===== config.mk =====
export PLATFORM = sky130hd
export DESIGN_NAME = vgatiming
export DESIGN_NICKNAME = d
export VERILOG_FILES = /design/src/rtl/vgatiming.sv
export SDC_FILE = /design/constraint.sdc
export NUM_CORES = 1
export LEC_CHECK = 0
export CORE_MARGIN = 4
export CORE_UTILIZATION = 30
export DETAILED_ROUTE_END_ITERATION = 7
export PLACE_DENSITY_LB_ADDON = 0.1
export SETUP_SLACK_MARGIN = 0.02
export SYNTH_ARGS = -nofsm -noshare
export SYNTH_HDL_FRONTEND = slang
export SYNTH_SLANG_ARGS = --single-unit

===== constraint.sdc =====
create_clock -name pxclk -period 11.95 [get_ports pxclk]
set_input_delay 2.39 -clock pxclk [delete_from_list [all_inputs] [get_ports pxclk]]
set_output_delay 2.39 -clock pxclk [all_outputs]
set_load 0.005 [all_outputs]

===== src/rtl/vgatiming.sv =====
// vgatiming: runtime-programmable VGA raster timing generator.
// Scan-request outputs are decoded straight from the raster counters; the pin
// outputs (de/hsync/vsync) trail them by a LOOKAHEAD-deep delay line so the
// fetch logic can run ahead of the DAC. New modes are staged in a one-entry
// shadow slot and applied only on the wrap to (0,0).
module vgatiming #(
  parameter int unsigned XW        = 12,
  parameter int unsigned YW        = 11,
  parameter int unsigned LOOKAHEAD = 2,
  parameter bit          HPOL      = 1'b1,
  parameter bit          VPOL      = 1'b1,
  parameter int unsigned DEF_W     = 1280,
  parameter int unsigned DEF_HFP   = 48,
  parameter int unsigned DEF_HSP   = 112,
  parameter int unsigned DEF_HBP   = 248,
  parameter int unsigned DEF_H     = 1024,
  parameter int unsigned DEF_VFP   = 1,
  parameter int unsigned DEF_VSP   = 3,
  parameter int unsigned DEF_VBP   = 38
) (
  input  logic          pxclk,
  input  logic          rst,
  input  logic          cfg_valid,
  output logic          cfg_ready,
  input  logic [XW-1:0] cfg_w,
  input  logic [XW-1:0] cfg_hfp,
  input  logic [XW-1:0] cfg_hsp,
  input  logic [XW-1:0] cfg_hbp,
  input  logic [YW-1:0] cfg_h,
  input  logic [YW-1:0] cfg_vfp,
  input  logic [YW-1:0] cfg_vsp,
  input  logic [YW-1:0] cfg_vbp,
  output logic          req_inframe,
  output logic [XW-1:0] req_x,
  output logic [YW-1:0] req_y,
  output logic          line_start,
  output logic          frame_start,
  output logic          de,
  output logic          hsync,
  output logic          vsync
);

  // Sums carry one extra bit so oversized modes are detectable rather than aliasing.
  localparam int unsigned XS = XW + 1;
  localparam int unsigned YS = YW + 1;

  // Active mode
  logic [XW-1:0] w_q, hfp_q, hsp_q, hbp_q;
  logic [YW-1:0] h_q, vfp_q, vsp_q, vbp_q;

  // Shadow (pending) mode
  logic [XW-1:0] sw_q, shfp_q, shsp_q, shbp_q;
  logic [YW-1:0] sh_q, svfp_q, svsp_q, svbp_q;
  logic          pending_q, pending_d;

  // Raster counters
  logic [XW-1:0] x_q, x_d;
  logic [YW-1:0] y_q, y_d;

  // Horizontal/vertical boundaries of the active mode
  logic [XS-1:0] h_sync_start, h_sync_end, h_total;
  logic [YS-1:0] v_sync_start, v_sync_end, v_total;
  logic [XS-1:0] x_ext;
  logic [YS-1:0] y_ext;
  logic          x_last, y_last;
  logic          accept, apply;

  // Raw decode and its delayed copies
  logic vis, hs_raw, vs_raw;
  logic vis_dly, hs_dly, vs_dly;

  // Boundary sums for the active mode
  always_comb begin
    h_sync_start = XS'(w_q) + XS'(hfp_q);
    h_sync_end   = h_sync_start + XS'(hsp_q);
    h_total      = h_sync_end + XS'(hbp_q);
    v_sync_start = YS'(h_q) + YS'(vfp_q);
    v_sync_end   = v_sync_start + YS'(vsp_q);
    v_total      = v_sync_end + YS'(vbp_q);
  end

  // End-of-line / end-of-frame detection; an oversized total never matches, so
  // the counters simply wrap at their natural width.
  always_comb begin
    x_ext  = {1'b0, x_q};
    y_ext  = {1'b0, y_q};
    x_last = (x_ext == (h_total - XS'(1)));
    y_last = (y_ext == (v_total - YS'(1)));
  end

  // Counter next-state
  always_comb begin
    x_d = x_q + XW'(1);
    y_d = y_q;
    if (x_last) begin
      x_d = '0;
      if (y_last) begin
        y_d = '0;
      end else begin
        y_d = y_q + YW'(1);
      end
    end
  end

  // Handshake: accept only into an empty slot, apply on the (0,0) wrap.
  always_comb begin
    accept    = cfg_valid && !pending_q;
    apply     = pending_q && x_last && y_last;
    pending_d = pending_q;
    if (accept) begin
      pending_d = 1'b1;
    end else if (apply) begin
      pending_d = 1'b0;
    end
  end

  // Raster counter registers
  always_ff @(posedge pxclk) begin
    if (rst) begin
      x_q <= '0;
      y_q <= '0;
    end else begin
      x_q <= x_d;
      y_q <= y_d;
    end
  end

  // Pending flag; reset discards any staged mode
  always_ff @(posedge pxclk) begin
    if (rst) begin
      pending_q <= 1'b0;
    end else begin
      pending_q <= pending_d;
    end
  end

  // Shadow capture on a handshake transfer
  always_ff @(posedge pxclk) begin
    if (rst) begin
      sw_q   <= XW'(DEF_W);
      shfp_q <= XW'(DEF_HFP);
      shsp_q <= XW'(DEF_HSP);
      shbp_q <= XW'(DEF_HBP);
      sh_q   <= YW'(DEF_H);
      svfp_q <= YW'(DEF_VFP);
      svsp_q <= YW'(DEF_VSP);
      svbp_q <= YW'(DEF_VBP);
    end else if (accept) begin
      sw_q   <= cfg_w;
      shfp_q <= cfg_hfp;
      shsp_q <= cfg_hsp;
      shbp_q <= cfg_hbp;
      sh_q   <= cfg_h;
      svfp_q <= cfg_vfp;
      svsp_q <= cfg_vsp;
      svbp_q <= cfg_vbp;
    end
  end

  // Active mode load: defaults on reset, shadow on frame wrap
  always_ff @(posedge pxclk) begin
    if (rst) begin
      w_q   <= XW'(DEF_W);
      hfp_q <= XW'(DEF_HFP);
      hsp_q <= XW'(DEF_HSP);
      hbp_q <= XW'(DEF_HBP);
      h_q   <= YW'(DEF_H);
      vfp_q <= YW'(DEF_VFP);
      vsp_q <= YW'(DEF_VSP);
      vbp_q <= YW'(DEF_VBP);
    end else if (apply) begin
      w_q   <= sw_q;
      hfp_q <= shfp_q;
      hsp_q <= shsp_q;
      hbp_q <= shbp_q;
      h_q   <= sh_q;
      vfp_q <= svfp_q;
      vsp_q <= svsp_q;
      vbp_q <= svbp_q;
    end
  end

  // Raw decode from the counters
  always_comb begin
    vis    = (x_q < w_q) && (y_q < h_q);
    hs_raw = (x_ext >= h_sync_start) && (x_ext < h_sync_end);
    vs_raw = (y_ext >= v_sync_start) && (y_ext < v_sync_end);
  end

  // Zero-latency scan-request outputs
  always_comb begin
    cfg_ready   = !pending_q;
    req_inframe = vis;
    req_x       = vis ? x_q : '0;
    req_y       = vis ? y_q : '0;
    line_start  = (x_q == '0);
    frame_start = (x_q == '0) && (y_q == '0);
  end

  // Pin-side delay line; stages reset to the inactive level
  generate
    if (LOOKAHEAD == 0) begin : g_direct
      assign vis_dly = vis;
      assign hs_dly  = hs_raw;
      assign vs_dly  = vs_raw;
    end else begin : g_delay
      logic [LOOKAHEAD-1:0] vis_q, hs_q, vs_q;

      // Shift raw decode toward the pins, one stage per cycle
      always_ff @(posedge pxclk) begin
        if (rst) begin
          vis_q <= '0;
          hs_q  <= '0;
          vs_q  <= '0;
        end else begin
          vis_q[0] <= vis;
          hs_q[0]  <= hs_raw;
          vs_q[0]  <= vs_raw;
          for (int i = 1; i < int'(LOOKAHEAD); i++) begin
            vis_q[i] <= vis_q[i-1];
            hs_q[i]  <= hs_q[i-1];
            vs_q[i]  <= vs_q[i-1];
          end
        end
      end

      assign vis_dly = vis_q[LOOKAHEAD-1];
      assign hs_dly  = hs_q[LOOKAHEAD-1];
      assign vs_dly  = vs_q[LOOKAHEAD-1];
    end
  endgenerate

  // Polarity applied at the pins
  always_comb begin
    de    = vis_dly;
    hsync = ~(hs_dly ^ HPOL);
    vsync = ~(vs_dly ^ VPOL);
  end

endmodule


Yosys cells after proc, flatten, opt, wreduce, memory -nomap -nowiden
Cells that the tools add are included.
{ "totals": {"regBits": 214, "rom_bits": 0, "memories": 0, "word_cells": 57, "latchBits": 0, "input_bits": 95, "mem_bits_rw": 0, "out_inout_bits": 30} }
{ "op_classes": {"n_mux": 5, "reduce_logical": 12, "n_addsub": 10, "shift": 0, "eq_ne": 2, "multipliers": 0, "div_mod_pow": 0, "bitwise_logic": 0, "order_cmp": 6} }
{ "ops": {"columns": ["operator", "n"], "rows": [
  ["$add A13 B12 Y13", 2],
  ["$add A12 B11 Y12", 2],
  ["$mux W11", 2],
  ["$add A12 B12 Y13", 1],
  ["$eq A12 B13 Y1", 1],
  ["$ge A12 B13 Y1", 1],
  ["$lt A12 B13 Y1", 1],
  ["$sub A13 B1 Y13 const B", 1],
  ["$add A11 B11 Y12", 1],
  ["$add A12 B1 Y12 const B", 1],
  ["$eq A11 B12 Y1", 1],
  ["$ge A11 B12 Y1", 1],
  ["$logic_not A12 Y1", 1],
  ["$lt A11 B12 Y1", 1],
  ["$lt A12 B12 Y1", 1],
  ["$mux W12", 1],
  ["$sub A12 B1 Y12 const B", 1],
  ["$add A11 B1 Y11 const B", 1],
  ["$logic_not A11 Y1", 1],
  ["$lt A11 B11 Y1", 1],
  ["$logic_and A1 B1 Y1", 7],
  ["$mux W1", 2],
  ["$reduce_bool A2 Y1", 1],
  ["$reduce_or A2 Y1", 1],
  ["$logic_not A1 Y1", 1]
]} }

Depth between registers and ports, before layout
Gate-level depths: netlist (run 1).
{ "depth": {"ltp_word": 9, "mapped_depth": 31, "mapped_depth_nobuf": 28} }

Least setup slack after synthesis (run 1)
No wires, ideal clock.
{ "synth_timing": {"kind": "reg2reg", "startpoint": "register h_q[0]", "endpoint": "register hbp_q[3]", "path_buffers": 3, "synth_period_minus_slack_ns": 5.919, "t_required_ns": 11.809, "slack_ns": 6.031, "path_stages_with_launch": 29, "setup_ns": 0.141, "arrival_time_ns": 5.778, "path_cell_list": "dfxtp_1 > ha_1 > fa_1 > a21o_1 > a21oi_1 > o21bai_1 > a21oi_1 > o21bai_1 > a21oi_1 > o21bai_1 > a21oi_1 > xnor2_1 > ha_1 > inv_1 > nor4b_1 > a2111oi_0 > ha_1 > inv_1 > ha_1 > and2_1 > a311oi_1 > xor2_1 > xnor2_1 > or4_1 > buf_2 > buf_6 > nor3_4 > buf_6 > o211ai_1"} }
{ "synth_between": {"elab_chain_cells": 6} }
{ "synth_rtl": {"columns": ["element", "line_no", "rtl"], "rows": [
  ["from (decl)", "49", "logic [YW-1:0] h_q, vfp_q, vsp_q, vbp_q;"],
  ["from (signal assigned)", "167", "h_q <= YW'(DEF_H);"],
  ["from (signal assigned)", "176", "h_q <= sh_q;"],
  ["$add A11 B11 Y12", "77", "v_sync_start = YS'(h_q) + YS'(vfp_q);"],
  ["$add A12 B11 Y12", "78", "v_sync_end = v_sync_start + YS'(vsp_q);"],
  ["$add A12 B11 Y12", "79", "v_total = v_sync_end + YS'(vbp_q);"],
  ["$sub A12 B1 Y12", "88", "y_last = (y_ext == (v_total - YS'(1)));"],
  ["$eq A11 B12 Y1", "88", null],
  ["$logic_and A1 B1 Y1", "108", "apply = pending_q && x_last && y_last;"],
  ["to (signal assigned)", "166", "hbp_q <= XW'(DEF_HBP);"],
  ["to (signal assigned)", "175", "hbp_q <= shbp_q;"],
  ["to (decl)", "48", "logic [XW-1:0] w_q, hfp_q, hsp_q, hbp_q;"]
]} }
Every way passes these cells.
A chain may end at the register's enable or synchronous reset.

Worst setup path after layout (run 1)
{ "layout_timing": {"startpoint": "register h_q[0]", "endpoint": "register vbp_q[9]"} }
{ "layout_between": {"elab_chain_cells": 6} }
{ "layout_rtl": {"columns": ["element", "line_no", "rtl"], "rows": [
  ["$add A11 B11 Y12", "77", null],
  ["$add A12 B11 Y12", "78", null],
  ["$add A12 B11 Y12", "79", null],
  ["$sub A12 B1 Y12", "88", null],
  ["$eq A11 B12 Y1", "88", null],
  ["$logic_and A1 B1 Y1", "108", null],
  ["to (signal assigned)", "170", "vbp_q <= YW'(DEF_VBP);"],
  ["to (signal assigned)", "179", "vbp_q <= svbp_q;"],
  ["to (decl)", "49", null]
]} }
Every way passes these cells.

==> metrics.txt, run 1 <==
status=complete, no violations; gr usage total=0.170; Syn-to-layout area delta=20.2%; Synth Net Count=1932; Total Wirelength=40700 um; detailed router's first-iteration violation count=608; Critical Path Max Stage Delay=1.03 ns; pin count of the biggest net entering global routing=109; most frequent cells in the layout=229 x nand2_1, 213 x dfxtp_1, 192 x a21oi_1, 157 x ha_1, 133 x inv_1; Seq/Total Area, Yosys=0.325; clk root buf=clkbuf_16; core area=43300 um^2; fmax=139 MHz; Synth Cell Area=13200 um^2; Worst Skew=0.0181 ns; routability cong.=0.805; fin worst setup slack=4.78 ns; fraction of synthesized cell area taken by the top area cell type=0.325; Post-Syn Area per Cell=7.88 um^2; Min Hold Slack=0.437 ns; Most Frequent Cell on Critical Path=a21oi_1; leading area contributor after synthesis=dfxtp_1; CTS max path bufs=3; RSZ-0062 raised after global routing=false; top cells by area, synth=dfxtp_1 32%, ha_1 15%, a21oi_1 7.3%; Total Power=1.72 mW; Post-synth ARST share=0; Clock Pin Slew Worst Setup and Hold Paths=0.06 ns; Worst EP arrival=7.55 ns; Post-CTS Resized=0; # setup viols final=0; WL/cell=17.3 um; Cell Area, Placed=15000 um^2; number of setup buffers added after CTS=0; max-slew violations=0; Crit. End Element=flop; Overflow after GRT=0; chip width=218 um; hold bufs inserted after CTS=0; via count=11551; Final Hold Vio Count=0; Critical Path Fanout Max=62; peak supply drop=0.0000893 V; hold path depth=1; fin crit period=7.17 ns; Die Height=218 um; Die ar.=47400 um^2; layout cells sized above 1=0.0476; Skew-Pair Late Insertion Delay=0.56 ns; CTS tree=done; DRC=0; Tcrit/Tclk final=0.600; Synth Warn #=0; Primary FF master, synth=dfxtp_1; Critical Path RT=12.33 ns; critical setup path kind=reg -> reg; commonest non-fill, non-tap cell in the layout=nand2_1; IO Port Bufs=124; CP max-delay cell=or4_2; number of global-route vias before repair=11404; Power Density=108 nW/um^2; reg2reg path depth=28; Worst Max-Slew Pin Slew=1.17 ns; post-synthesis cell type count=62; CP Launch Type=flop; row cnt=76; first-pass detailed-route iteration total=5; ANT nets after route=0; # clock sinks=214; routed vias/inst=4.92; Antenna diodes=0; H-tree levels=1; total CTS buffers=27; Post-synth EDFFs=0; Design Area, Final=15900 um^2; final net count=2003; first-pass GRT wire length=65000 um; # Max-Cap Violations=0; #FFs+latches synth=214; Max-slew headroom=0.220; Min-Delay Path Class=reg -> reg; initial core utilization=0.305; pre-CTS setup slack=4.78 ns; Detail Placement HPWL=30000 um; IO Pins=125; leak pwr=6.41 nW; number of antenna violations at the first check in global routing=0; cell count after synthesis=1674; total negative slack=0 ns
[metrics by stage]
step,utilization,std cells
after global placement,0.346,2301
final,0.366,2350
after floorplan,-,1674
after CTS,0.366,2350
after global routing,0.366,2350
after detailed placement,0.346,2301
[worst paths after layout]
kind | slack, ns | end | startpoint
max | 4.78 | vbp_q[9] | h_q[0]
min | 0.44 | g_delay.vis_q[1] | g_delay.vis_q[0]
max reg2reg | 4.78 | vbp_q[9] | h_q[0]
min reg2reg | 0.44 | g_delay.vis_q[1] | g_delay.vis_q[0]
[kinds of logic after synthesis]
family / Yosys count / synth area share
simple gates: 529 / 0.190
flops: 214 / 0.325
compound gates: 434 / 0.192
xor+xnor: 96 / 0.0649
fa+ha+maj: 164 / 0.159
buf+inv: 237 / 0.0699
[registers in the layout, summed over array words and instances (netlist names), 11 cells and up]
register / flops
shfp_q: 12
vsp_q: 11
y_q: 11
h_q: 11
vbp_q: 11
x_q: 12
hbp_q: 12
shbp_q: 12
sw_q: 12
shsp_q: 12
svbp_q: 11
sh_q: 11
vfp_q: 11
hsp_q: 12
hfp_q: 12
svfp_q: 11
w_q: 12
svsp_q: 11
[critical path, delay by kind of cell, from the launching register on]
| family | cells | cell delay [ns] |
|---|---|---|
| DFF | 1 | 0.32 |
| xor gates and xnor gates | 3 | 0.47 |
| and+or+nand+nor | 3 | 1.17 |
| adders and majority gates | 5 | 1.51 |
| buffers and inverters | 3 | 0.63 |
| AOI/OAI and AO/OA | 14 | 2.86 |
[routing by layer]
layer | routed length [um] | global-route usage | part of all wire | vias to the layer above
met5 | 0 | 0 | 0 | -
met4 | 549 | 0.0316 | 0.013 | 0
met3 | 1970 | 0.0280 | 0.048 | 32
met2 | 15700 | 0.238 | 0.39 | 213
met1 | 22400 | 0.271 | 0.55 | 5322
li1 | - | - | - | 5984
[cells in the mapped netlist (13+ instances only)]
| library cell | number |
|---|---|
| o211ai_1 | 20 |
| nor3_1 | 31 |
| nand2_1 | 230 |
| o21ai_1 | 14 |
| nor2_1 | 69 |
| dfxtp_1 | 214 |
| ha_1 | 157 |
| clkbuf_1 | 84 |
| nand3_1 | 42 |
| buf_2 | 14 |
| o21ai_0 | 102 |
| nand4_1 | 93 |
| xnor2_1 | 59 |
| a21o_1 | 35 |
| xor2_1 | 36 |
| a21oi_1 | 192 |
| nand2b_1 | 13 |
| inv_1 | 133 |
[power breakdown]
part / internal [mW] / total (mW) / leakage, nW / switching (mW)
Clock: 0.503 / 0.837 / 0.437 / 0.335
Combinational: 0.0604 / 0.127 / 4.23 / 0.0665
Sequential: 0.735 / 0.752 / 1.74 / 0.0169
[cell type report]
type                    count  area, um^2
flip-flops and latches    214        4290
multi-input cells        1223        8030
well taps                 585         732
clock inverters            10         148
fillers                  4553       27400
inverters                 133         499
repair buffers            146        1400
clock buffers              39         751
No activity file was read; power rests on OpenSTA's default activity.
==> run 2, diff against run 1 <==
clock period = 7 ns   (was 11.95 ns; I/O delays follow)
==> run 2 against run 1 <==
  * Clock-buffer cell count decreased by 2
  * Sequential share of layout area decreased by 0.25 points
  * Die area unchanged
  * Utilization increased by 0.35 points
  * Worst hold slack improved by 0.00050 ns
  * Flip-flop and latch count unchanged
  * Register-to-register slack got worse by 4.1 ns
  * Critical endpoint is now vsp_q[3]
  * Highest routed layer is now met5
==> metrics.txt, run 2 (synthesis gave the netlist of run 1 again) <==
H-tree levels=1 (unchanged); CTS max path bufs=3 (unchanged); Power Density=183 nW/um^2 (was 108 nW/um^2); CP Buf/Inv Count=4 (was 3); final net count=2013 (was 2003); Max-slew headroom=0.265 (was 0.220); Cell Area, Placed=15100 um^2 (was 15000 um^2); core area=43300 um^2 (unchanged); sequential power share=0.438 (about the same); WL/cell=17.2 um (was 17.3 um); Min-Delay Path Class=reg -> reg (unchanged); detailed router's first-iteration violation count=747 (was 608); CP Launch Type=flop (unchanged); Post-CTS Resized=0 (unchanged); Worst Skew=0.0166 ns (was 0.0181 ns); routability cong.=0.831 (was 0.805); Final Hold Vio Count=0 (unchanged); routed vias/inst=4.93 (was 4.92); DRC=0 (unchanged); row cnt=76 (unchanged); IO Pins=125 (unchanged); status=complete, no violations (unchanged); Antenna diodes=0 (unchanged); chip width=218 um (unchanged); Syn-to-layout area delta=21.3% (was 20.2%); most frequent cells in the layout=229 x nand2_1, 213 x dfxtp_1, 191 x a21oi_1, 157 x ha_1, 133 x inv_1 (was 229 x nand2_1, 213 x dfxtp_1, 192 x a21oi_1, 157 x ha_1, 133 x inv_1); clk root buf=clkbuf_16 (unchanged); peak supply drop=0.000153 V (was 0.0000893 V); CP max-delay cell=or4_4 (was or4_2); Skew-Pair Late Insertion Delay=0.55 ns (was 0.56 ns); gr usage total=0.170 (about the same); clock power share=0.489 (was 0.488); CTS tree=done (unchanged); Most Frequent Cell on Critical Path=a21oi_1 (unchanged); pin count of the biggest net entering global routing=82 (was 109); Overflow after GRT=0 (unchanged); Tcrit/Tclk final=0.908 (was 0.600); internal power=2.23 mW (was 1.30 mW); # setup viols final=0 (unchanged); via count=11631 (was 11551); hold bufs inserted after CTS=0 (unchanged); layout cells sized above 1=0.0558 (was 0.0476); Design Area, Final=16000 um^2 (was 15900 um^2); Die ar.=47400 um^2 (unchanged); power share of the combinational group=0.073 (was 0.074); Sw Share=0.240 (was 0.244); Worst Max-Slew Pin Slew=1.10 ns (was 1.17 ns); # clock sinks=214 (unchanged); RSZ-0062 raised after global routing=false (unchanged); fin crit period=6.36 ns (was 7.17 ns); Die Height=218 um (unchanged); Clock Pin Slew Worst Setup and Hold Paths=0.06 ns (about the same); first-pass detailed-route iteration total=5 (unchanged); ANT nets after route=0 (unchanged); # Max-Cap Violations=0 (unchanged); IO Port Bufs=124 (unchanged); commonest non-fill, non-tap cell in the layout=nand2_1 (unchanged); Detail Placement HPWL=30400 um (was 30000 um); total negative slack=0 ns (unchanged); fill cell total of the finished layout=4516 (was 4553); switching power total=0.705 mW (was 0.418 mW); Total Wirelength=40700 um (about the same); Top delay family on crit path=compound AO/OA/AOI/OAI gates (unchanged); leak pwr=6.50 nW (was 6.41 nW); Worst EP arrival=6.73 ns (was 7.55 ns); first-pass GRT wire length=65300 um (was 65000 um); number of global-route vias before repair=11365 (was 11404); initial core utilization=0.305 (unchanged); fmax=157 MHz (was 139 MHz); Critical Path RT=7.37 ns (was 12.33 ns); total CTS buffers=26 (was 27); critical setup path kind=reg -> reg (unchanged); Critical Path Fanout Max=29 (was 62); number of antenna violations at the first check in global routing=1 (was 0); number of setup buffers added after CTS=0 (unchanged); Crit. End Element=flop (unchanged); max-slew violations=0 (unchanged); Critical Path Max Stage Delay=0.68 ns (was 1.03 ns)
run 2: changes by cell type in the layout (fill, tap and decap cells not counted), moves of 2 or more:
cell / change
buf_4: +6
buf_12: +4
clkbuf_1: -4
clkinv_2: +4
clkinv_4: -3
clkbuf_8: +2
run 2: power by group through the flow:
stage	clock network [mW]	logic [mW]	registers, mW
floorplan	0	0.118	1.30
global placement	0	0.216	1.31
detailed placement	0	0.216	1.31
CTS	1.48	0.218	1.28
global route	1.53	0.239	1.29
finish	1.43	0.214	1.29
run 2: cell type report:
class | count | area, um^2 | share of cell area
Clock inverter | 11 | 141 | 0.00884
Tap cell | 585 | 732 | 0.0457
Clock buffer | 37 | 763 | 0.0477
Multi-Input combinational cell | 1223 | 8040 | 0.503
Sequential cell | 214 | 4290 | 0.268
Timing Repair Buffer | 157 | 1540 | 0.0962
Inverter | 133 | 499 | 0.0312
run 2: per-layer routing:
layer  GRT usage  vias to the layer above  routed length [um]
li1            -                     6007                   -
met1       0.273                     5332               22200
met2       0.237                      254               15700
met3      0.0274                       36                2160
met4      0.0307                        2                 582
met5           0                        -                  13
run 2: path summary, 6_finish.rpt:
path	start	endpoint	slack [ns]	cells after the start
worst min-delay path	g_delay.vis_q[0]	g_delay.vis_q[1]	0.44	1
worst max register to register	h_q[0]	vsp_q[3]	0.64	29
worst min register to register	g_delay.vis_q[0]	g_delay.vis_q[1]	0.44	1
worst max-delay path	h_q[0]	vsp_q[3]	0.64	29
run 2: metrics by stage:
step / cells / total power, mW / worst slack (ns) / hold slack [ns] / utilization
3_3_place_gp: 2312 / 1.53 / 0.400 / 0.421 / 0.349
3_5_place_dp: 2312 / 1.53 / 0.291 / 0.428 / 0.349
5_1_grt: 2360 / 3.06 / 0.0792 / 0.465 / 0.370
2_1_floorplan: 1674 / 1.41 / 1.08 / 0.414 / -
4_1_cts: 2360 / 2.98 / 0.251 / 0.442 / 0.370
6_report: 2360 / 2.93 / 0.642 / 0.438 / 0.370
==> run 3, diff against run 2 <==
CAP_MARGIN = 10   (was default)
CORE_UTILIZATION = 35   (was 30)
==> run 3 against run 2 <==
  * Clock-buffer cell count fell by 1
  * Worst setup slack got worse by 0.084 ns
  * Combinational power hardly changed
  * Die area decreased by 14%
  * Clock power down 11%
  * First-iteration DRC count increased by 4.8%
  * Clock skew increased by 0.0033 ns
  * Global-route usage up 1.8 points
  * Non-clock buffer count decreased by 4
  * Cell area decreased by 1.6%
  * Flip-flop and latch count did not move
  * Total power fell by 5.6%
  * Largest power group is now sequential cells
==> metrics.txt, run 3 (synthesis gave the netlist of run 1 again) <==
Detail Placement HPWL=29400 um (was 30400 um); fin crit period=6.44 ns (was 6.36 ns); routed vias/inst=5.14 (was 4.93); RSZ-0062 raised after global routing=false (unchanged); IO Pins=125 (unchanged); peak supply drop=0.000151 V (was 0.000153 V); Worst Max-Slew Pin Slew=1.04 ns (was 1.10 ns); leak pwr=6.40 nW (was 6.50 nW); number of global-route vias before repair=11205 (was 11365); Worst EP arrival=6.80 ns (was 6.73 ns); pin count of the biggest net entering global routing=95 (was 82); Total Power=2.77 mW (was 2.93 mW); first-pass detailed-route iteration total=5 (unchanged); Total Wirelength=39600 um (was 40700 um); # Max-Cap Violations=0 (unchanged); Overflow after GRT=0 (unchanged); WL/cell=17.4 um (was 17.2 um); ANT nets after route=0 (unchanged); Tcrit/Tclk final=0.920 (was 0.908); critical setup path kind=reg -> reg (unchanged); # setup viols final=0 (unchanged); # clock sinks=214 (unchanged); Most Frequent Cell on Critical Path=a21oi_1 (unchanged); detailed router's first-iteration violation count=783 (was 747); layout cells sized above 1=0.0498 (was 0.0558); core area=36900 um^2 (was 43300 um^2); Critical Path Max Stage Delay=0.68 ns (about the same); met3 Resource Use GR=0.0249 (was 0.0274); Critical Path Fanout Max=41 (was 29); Crit. End Element=flop (unchanged); final net count=2008 (was 2013); total CTS buffers=25 (was 26); met2 Use GR=0.274 (was 0.237); total negative slack=0 ns (unchanged); first-pass GRT wire length=63400 um (was 65300 um); clk root buf=clkbuf_16 (unchanged); most frequent cells in the layout=229 x nand2_1, 213 x dfxtp_1, 192 x a21oi_1, 157 x ha_1, 133 x inv_1 (was 229 x nand2_1, 213 x dfxtp_1, 191 x a21oi_1, 157 x ha_1, 133 x inv_1); number of antenna violations at the first check in global routing=0 (was 1); Antenna diodes=0 (unchanged); CP max-delay cell=or4_4 (unchanged); Critical Path RT=7.35 ns (was 7.37 ns); fmax=155 MHz (was 157 MHz); CP Launch Type=flop (unchanged); H-tree levels=1 (unchanged); max-slew violations=0 (unchanged); chip width=202 um (was 218 um); Most Used Layer, Global Route=met1 (unchanged); CTS max path bufs=3 (unchanged); CTS tree=done (unchanged); commonest non-fill, non-tap cell in the layout=nand2_1 (unchanged); Syn-to-layout area delta=19.4% (was 21.3%); Min-Delay Path Class=reg -> reg (unchanged); gr usage total=0.188 (was 0.170); IO Port Bufs=124 (unchanged); Final Hold Vio Count=0 (unchanged); DRC=0 (unchanged); routability cong.=0.841 (was 0.831); Max-slew headroom=0.309 (was 0.265); Clock Pin Slew Worst Setup and Hold Paths=0.06 ns (about the same); Die ar.=40900 um^2 (was 47400 um^2); hold bufs inserted after CTS=0 (unchanged); Die Height=202 um (was 218 um); Worst Skew=0.0199 ns (was 0.0166 ns); met1 global-route usage=0.301 (was 0.273); status=complete, no violations (unchanged); via count=11684 (was 11631); row cnt=70 (was 76); Power Density=176 nW/um^2 (was 183 nW/um^2); initial core utilization=0.358 (was 0.305); Skew-Pair Late Insertion Delay=0.53 ns (was 0.55 ns)
==> run 3: changes by cell type in the layout (fill, tap and decap cells not counted), moves of 2 or more <==
| cell | previous run | this run |
|---|---|---|
| clkinv_2 | 5 | 3 |
| clkbuf_16 | 27 | 25 |
| inv_6 | 2 | 0 |
| clkbuf_1 | 5 | 7 |
| bufinv_16 | 3 | 1 |
| clkinvlp_4 | 0 | 2 |
| buf_4 | 29 | 26 |
==> run 3: final timing paths <==
path | start | endpoint | slack (ns) | cells after the start
setup / recovery | h_q[0] | h_q[8] | 0.56 | 29
hold / removal | g_delay.vs_q[0] | g_delay.vs_q[1] | 0.43 | 1
setup reg to reg | h_q[0] | h_q[8] | 0.56 | 29
hold reg to reg | g_delay.vs_q[0] | g_delay.vs_q[1] | 0.43 | 1
==> run 3: critical path: cells and delay by family, from the launching register on <==
family | cells | cell delay (ns)
xor+xnor | 3 | 0.47
fa+ha+maj | 5 | 1.35
buf+inv | 4 | 0.69
simple gates | 3 | 0.82
flops | 1 | 0.32
compound gates | 14 | 2.62
==> run 3: power by group <==
group	leakage (nW)	switching [mW]	internal (mW)	total, mW
registers	1.74	0.0289	1.25	1.28
logic	4.28	0.113	0.104	0.217
clock network	0.379	0.532	0.737	1.27
==> run 3: cell type report <==
cell class              count  area (um^2)
fillers                  3824        21100
well taps                 504          631
multi-input cells        1223         8040
clock inverters             8         77.6
clock buffers              36          707
flip-flops and latches    214         4290
inverters                 133          499
repair buffers            153         1510
==> run 3: layer usage <==
| layer | share of wire | up-vias |
|---|---|---|
| li1 | - | 5989 |
| met1 | 0.55 | 5462 |
| met2 | 0.40 | 199 |
| met3 | 0.040 | 34 |
| met4 | 0.011 | 0 |
| met5 | 0 | - |
==> run 3: timing repair <==
item	CTS	global route
resized for setup	0	2
buffers inserted	0	1
endpoints found under the setup margin	0	97
==> run 3: metrics by stage <==
step / utilization / hold slack [ns] / worst slack, ns / cells / instance area [um^2]
floorplan: - / 0.414 / 1.08 / 1674 / 13200
global placement: 0.405 / 0.417 / 0.212 / 2226 / 14900
detailed placement: 0.405 / 0.426 / 0.216 / 2226 / 14900
CTS: 0.426 / 0.434 / 0.172 / 2270 / 15700
global route: 0.427 / 0.463 / 0.0560 / 2271 / 15700
finish: 0.427 / 0.428 / 0.558 / 2271 / 15700
